`config.mk`:
```
export PLATFORM = sky130hd
export DESIGN_NAME = zx8x_tape_loader_ctrl
export DESIGN_NICKNAME = d
export VERILOG_FILES = /design/src/rtl/zx8x_tape_loader_ctrl.sv
export SDC_FILE = /design/constraint.sdc
export NUM_CORES = 1
export LEC_CHECK = 0
export CORE_MARGIN = 4
export CORE_UTILIZATION = 49
export DETAILED_ROUTE_END_ITERATION = 8
export PLACE_DENSITY = 0.81
export SETUP_SLACK_MARGIN = 0.02
export SLEW_MARGIN = 20
export SYNTH_ARGS = -nofsm -noshare
export SYNTH_HDL_FRONTEND = slang
export SYNTH_SLANG_ARGS = --single-unit
```
`constraint.sdc`:
```
create_clock -name clk_sys -period 5.3 [get_ports clk_sys]
set_input_delay 1.325 -clock clk_sys [delete_from_list [all_inputs] [get_ports clk_sys]]
set_output_delay 1.325 -clock clk_sys [all_outputs]
set_load 0.01 [all_outputs]
```
`src/rtl/zx8x_tape_loader_ctrl.sv`:
```
// zx8x_tape_loader_ctrl: fast tape-load sequencer, ROM LOAD patch overlay plus tape buffer to SDRAM copy
// Optional build macro TAPE_LOADER_RDY_EN adds the ram_ready handshake and a WAIT state.
module zx8x_tape_loader_ctrl #(
   parameter logic [15:0] ZX81_ENTRY = 16'h0347,
   parameter logic [15:0] ZX81_EXIT  = 16'h03C3,
   parameter logic [15:0] ZX80_ENTRY = 16'h0207,
   parameter logic [15:0] ZX80_EXIT  = 16'h024D,
   parameter int          AW         = 14
) (
   input  logic          clk_sys,
   input  logic          reset,
   input  logic          zx81,
   input  logic          mem64k,
   input  logic          fmt_p,
   input  logic          tape_ready,
   input  logic [AW-1:0] tape_last,
   input  logic          ce_cpu_p,
   input  logic          nM1,
   input  logic [15:0]   addr,
`ifdef TAPE_LOADER_RDY_EN
   input  logic          ram_ready,
`endif
   output logic          active,
   output logic [AW-1:0] tape_addr,
   output logic [14:0]   ram_addr,
   output logic          ram_we,
   output logic [7:0]    patch_dout,
   output logic          done
);
   typedef enum logic [1:0] {IDLE, COPY, DONE, WAIT} state_t;
   state_t      state;
   logic        nm1_q, pend, m1_edge, leave;
   logic [7:0]  patch1;
   logic [15:0] entry, exit_a, off;
   logic [14:0] waddr;
`ifdef TAPE_LOADER_RDY_EN
   logic        exit_pend;
`endif
   // Mode-dependent patch window, M1 falling edge, SDRAM target address and patch ROM lookup
   always_comb begin
      entry = zx81 ? ZX81_ENTRY : ZX80_ENTRY;
      exit_a = zx81 ? ZX81_EXIT : ZX80_EXIT;
      off = addr - entry;
      m1_edge = nm1_q & ~nM1;
      leave = m1_edge & ((addr >= exit_a) | (addr < entry));
      waddr = (mem64k ? 15'h4000 : 15'h0000) + 15'(tape_addr) + (fmt_p ? 15'd8 : 15'h7fff);
      patch_dout = off == 16'd0 ? 8'haf :
                   off == 16'd1 ? patch1 :
                   off == 16'd2 ? 8'h30 :
                   off == 16'd3 ? 8'hfd :
                   off == 16'd4 ? 8'hc3 :
                   off == 16'd5 ? (zx81 ? 8'h07 : 8'h03) :
                   off == 16'd6 ? 8'h02 : 8'h00;
   end
   // Loader FSM: enter/leave on M1 edges, one buffer step per CPU enable, write strobe one clk after the step
   always_ff @(posedge clk_sys) begin
      if (reset) begin
         state <= IDLE;
         active <= 1'b0;
         tape_addr <= '0;
         ram_addr <= '0;
         ram_we <= 1'b0;
         done <= 1'b0;
         pend <= 1'b0;
         patch1 <= 8'h00;
         nm1_q <= 1'b1;
`ifdef TAPE_LOADER_RDY_EN
         exit_pend <= 1'b0;
`endif
      end else begin
         nm1_q <= nM1;
         done <= 1'b0;
`ifndef TAPE_LOADER_RDY_EN
         ram_we <= 1'b0;
`endif
         if (state == IDLE) begin
            if (m1_edge && tape_ready && addr == entry) begin
               state <= COPY;
               active <= 1'b1;
               tape_addr <= '0;
               patch1 <= 8'h00;
            end
`ifdef TAPE_LOADER_RDY_EN
         end else if (state == WAIT) begin
            if (ram_ready) begin
               ram_we <= 1'b0;
               state <= (exit_pend || leave) ? IDLE : COPY;
               active <= !(exit_pend || leave);
               exit_pend <= 1'b0;
            end else if (leave)
               exit_pend <= 1'b1;
`endif
         end else if (leave) begin
            state <= IDLE;
            active <= 1'b0;
            pend <= 1'b0;
         end else begin
            if (pend) begin
               pend <= 1'b0;
               ram_we <= 1'b1;
               ram_addr <= waddr;
`ifdef TAPE_LOADER_RDY_EN
               state <= WAIT;
`endif
            end
`ifdef TAPE_LOADER_RDY_EN
            if (ce_cpu_p && state == COPY && !pend) begin
`else
            if (ce_cpu_p && state == COPY) begin
`endif
               if (tape_addr < tape_last) begin
                  tape_addr <= tape_addr + AW'(1);
                  pend <= 1'b1;
               end else begin
                  patch1 <= 8'h37;
                  done <= 1'b1;
                  state <= DONE;
               end
            end
         end
      end
   end
endmodule

```
# Yosys cells after proc, flatten, opt, wreduce, memory -nomap -nowiden
# Index checks and enable logic that the tools add are counted.
[word_totals] input_bits=38 output_inout_bits=40 elab_cells=86 register_bits=44
[classes] bitwise=7 mux=35 n_eq_ne=12 addsub=4 n_lt_le_gt_ge=3 n_reduce_logical=16
[ops] operator="$mux 8" n=10
[ops] operator="$mux 14" n=5
[ops] operator="$eq 16x3->1 const B" n=3
[ops] operator="$eq 16x2->1 const B" n=2
[ops] operator="$mux 15" n=2
[ops] operator="$mux 9" n=2
[ops] operator="$eq 16x1->1 const B" n=1
[ops] operator="$eq 16x10->1" n=1
[ops] operator="$ge 16x10->1" n=1
[ops] operator="$logic_not 16->1" n=1
[ops] operator="$lt 16x10->1" n=1
[ops] operator="$sub 16x10->16" n=1
[ops] operator="$add 15x14->15" n=1
[ops] operator="$add 15x15->15" n=1
[ops] operator="$add 14x1->14 const B" n=1
[ops] operator="$lt 14x14->1" n=1
[ops] operator="$mux 2" n=6
[ops] operator="$mux 1" n=8
[ops] operator="$reduce_and 4->1" n=2
[ops] operator="$mux 3" n=2
[ops] operator="$reduce_and 3->1" n=2
[ops] operator="$reduce_bool 2->1" n=3
[ops] operator="$ne 2x1->1 const B" n=2
[ops] operator="$not 1->1" n=4
[ops] operator="other kinds (11)" n=14

# Logic depth before layout (Yosys ltp)
[depth] ltp_word=10 ltp_mapped=10 mapped_depth_nobuf=10

# Worst setup path after synthesis
# Ideal clock, no wire load.
[synth_path] kind="input port to output port" start="input port addr[2]" end="output port patch_dout[4]" t_arrival_ps=3650 path_stages=8 setup_slack_ps=325 required_ps=3975 path_buffers=1 path_cell_list="clkbuf_1 a31oi_1 nand2_1 a2111oi_0 nand2_1 a21o_1 a211o_1 a2111oi_0"
[synth_via] elab_chain_len=6 word_cells_on_any_way=9 cone_classes="add/sub (1); eq/ne (3); mux (4); reduce/logical (1)"
[synth_rtl] item="start, declared" line_no="19" text="input logic [15:0] addr,"
[synth_rtl] item="$sub 16x10->16 *" line_no="43" text="off = addr - entry;"
[synth_rtl] item="$eq 16x2->1" line_no="50" text="off == 16'd3 ? 8'hfd :"
[synth_rtl] item="$mux 8" line_no="50"
[synth_rtl] item="$mux 8" line_no="49" text="off == 16'd2 ? 8'h30 :"
[synth_rtl] item="$mux 8" line_no="48" text="off == 16'd1 ? patch1 :"
[synth_rtl] item="$mux 8 *" line_no="47" text="patch_dout = off == 16'd0 ? 8'haf :"
[synth_rtl] item="end, declared" line_no="27" text="output logic [7:0] patch_dout,"
# Every way passes the cells marked *; elsewhere a longest branch is shown, timed or not.

# Worst setup path in the final report
[layout_path] start="input port zx81" end="output port patch_dout[7]"
[layout_via] elab_chain_len=8 word_cells_on_any_way=12 cone_classes="add/sub (1); eq/ne (4); mux (6); reduce/logical (1)"
[layout_rtl] item="start, declared" line_no="12" text="input logic zx81,"
[layout_rtl] item="$mux 9 *" line_no="41" text="entry = zx81 ? ZX81_ENTRY : ZX80_ENTRY;"
[layout_rtl] item="$sub 16x10->16 *" line_no="43"
[layout_rtl] item="$eq 16x3->1" line_no="51" text="off == 16'd4 ? 8'hc3 :"
[layout_rtl] item="$mux 8" line_no="51"
[layout_rtl] item="$mux 8" line_no="50"
[layout_rtl] item="$mux 8" line_no="49"
[layout_rtl] item="$mux 8" line_no="48"
[layout_rtl] item="$mux 8 *" line_no="47"
# Marks and branches as above.

==> flow_metrics.tcl <==
set metrics [dict create \
    outcome "completed" \
    dr.pass1.iters 4 \
    crit_path_start_kind "primary input" \
    syn-num-nets 437 \
    drt_iter0_drc 160 \
    worstSetupEndpointType "output port" \
    diodes 0 \
    layout_min_cycle_time_ns 5.14 \
    cp_max_fo 7 \
    hpwl_um 5680 \
    synth_cells 365 \
    syn_avg_cell_area_um2 7.68 \
    grt_pass1_vias 2731 \
    slew_violations 0 \
    post_cts_buffers 0 \
    nNetsFinal 531 \
    worstPathArrival_ns 3.82 \
    dieWidth_um 83.6 \
    final_common_cell "clkdlybuf4s50_1" \
    r2r_start "tape_addr[0]" \
    relSlewSlack_pct 35.1 \
    grtUsageTotal_pct 20.2 \
    fin_util_pct 69.5 \
    portBuffers 77 \
    ys_warn_count 0 \
    finalSetupViolCount 0 \
    min_delay_worst_endpoint "ram_addr[12]" \
    grt_max_degree 26 \
    ys_seq_area_share_pct 26.4 \
    coreArea_um2 5540 \
    worstReg2RegEnd "ram_addr[14]" \
    tightest_slew_ns 0.969 \
    r2r_cells 9 \
    rsz0062_at_grt "false" \
    stdcell_count 532 \
    syn_to_final_growth_pct 37.4 \
    hold_start "ram_addr[12]" \
    clk_pin_slew_ns 0.06 \
    ant_nets 0 \
    total_power_w 0.000570 \
    htreeDepth 2 \
    viasPerCell 5.39 \
    cts_tree "done" \
    synthDistinctLibCells 52 \
    multi_input_area_um2 1940 \
    clk_latency_ns 0.29 \
    vdd_drop_max_uv 96.3 \
    holdCritPathClass "reg -> reg" \
    postSynth.asyncResetShare_pct 0 \
    p_per_area_nw_per_um2 148 \
    synth-seq-cells 37 \
    overflow 0 \
    whs_path_depth 2 \
    num_vias 2869 \
    die-area_um2 7000 \
    skew_ns 0.00820 \
    io_pins 78 \
    die_y_um 83.6 \
    setup.reg_to_reg.worst_slack_ns 2.65 \
    p_leak_nw 1.59 \
    fmax_ghz 0.195 \
    seq_area_um2 741 \
    start_util_pct 50.6 \
    place_inst 524 \
    finalWeightedCongestion 0.870 \
    layout_setup_ws_ns 0.159 \
    n_fill_cell 484 \
    synth_edf_count 0 \
    maxCapViolCount 0 \
    grt_pass1_wl_um 12100 \
    antenna_found_initial 0 \
    drive_gt1_share_pct 8.91 \
    cp.required_ns 3.97 \
    synth_ff_type "dfxtp_1" \
    postRouteWirelength_um 7000 \
    cts_hold_buffers 0 \
    hold_viol_final 0 \
    numCtsBuffers 5 \
    crit_type "in -> out" \
    placementRows 27 \
    drcViolationCount 0 \
    wl_per_cell_um 13.2 \
    cts_root_buffer "clkbuf_8" \
    final_cell_mix "clkdlybuf4s50_1, nand2_1, a21oi_1" \
    fin_crit_sh_pct 97.0 \
    clkSinkCount 37 \
    dp_slack_ns -0.351 \
    cts_buffer_depth 2 \
    syn_area_um2 2800 \
]
synth_stat cells, types with 6 or more instances:
cell	instances	area share, %
a211oi_1	6	1.6
clkbuf_1	8	1.1
o21ai_0	21	3.7
a21oi_1	38	6.8
ha_1	33	15
nor2_1	33	4.4
nor3_1	10	1.8
nand3_1	7	1.2
nand2_1	48	6.4
xnor2_1	14	4.4
inv_1	25	3.3
dfxtp_1	37	26
worst max-delay path, cell delays in order:
cell and delay, ns:
clkdlybuf4s50_1 0.48, inv_1 0.08, ha_1 0.33, a2111oi_2 0.34, buf_4 0.17, nand2_1 0.05, a21o_1 0.17, a211o_1 0.31
buf_4 0.17, a21oi_1 0.12, dlygate4sd2_1 0.28
final cells by class:
type	instances	area share [%]
multi-input cells	293	50.3
repair buffers	97	23.6
flip-flops and latches	37	19.2
inverters	25	2.44
well taps	72	2.34
clock buffers	8	2.08
worst max-delay path by stage:
stage,start,to,cells after the start
CTS,zx81,patch_dout[4],10
global route,zx81,patch_dout[0],11
detailed placement,zx81,patch_dout[4],10
global placement,zx81,patch_dout[4],10
floorplan,addr[2],patch_dout[4],8
finish,zx81,patch_dout[7],11
power by group:
| part | switching (W) | total (W) | internal, W | leakage [nW] |
|---|---|---|---|---|
| Combinational | 0.0000489 | 0.000106 | 0.0000571 | 1.25 |
| Sequential | 0.000000104 | 0.000278 | 0.000278 | 0.298 |
| Clock | 0.0000924 | 0.000186 | 0.0000934 | 0.0395 |
routing by layer:
layer  up-vias  wire length (um)  GRT usage (%)
li1       1499                 -              -
met1      1275              3130           25.3
met2        83              3390           35.1
met3        12               358           3.16
met4         0               125           7.02
met5         -                 0              0
metrics by stage:
stage | hold slack (ns) | instance area, um2 | setup TNS [ns]
CTS | 0.455 | 3850 | 0
floorplan | 0.469 | 2800 | 0
global placement | 0.438 | 3770 | -0.959
detailed placement | 0.446 | 3770 | -1.08
global route | 0.475 | 3850 | 0
finish | 0.450 | 3850 | 0
cells by family (layout without fill, tap and decap cells):
kind of cell	Yosys count	count (layout)	share of synthesized area, %
adders and majority gates	34	34	15.4
and+or+nand+nor	138	138	24.0
DFF	37	37	26.4
AOI/OAI and AO/OA	103	103	23.7
buffers and inverters	35	130	4.86
xor gates and xnor gates	18	18	5.62
flip-flops by register name, summed over array words and instances (netlist names):
register / flops
ram_addr: 15
pend: 1
patch1: 1
tape_addr: 14
ram_we: 1
done: 1
nm1_q: 1
state: 2
active: 1
repair_timing:
item	4_1_cts	5_1_grt
gates resized for setup	11	4
endpoints found under the setup margin	8	2
cloned	0	0
No activity file was read; power rests on OpenSTA's default activity.
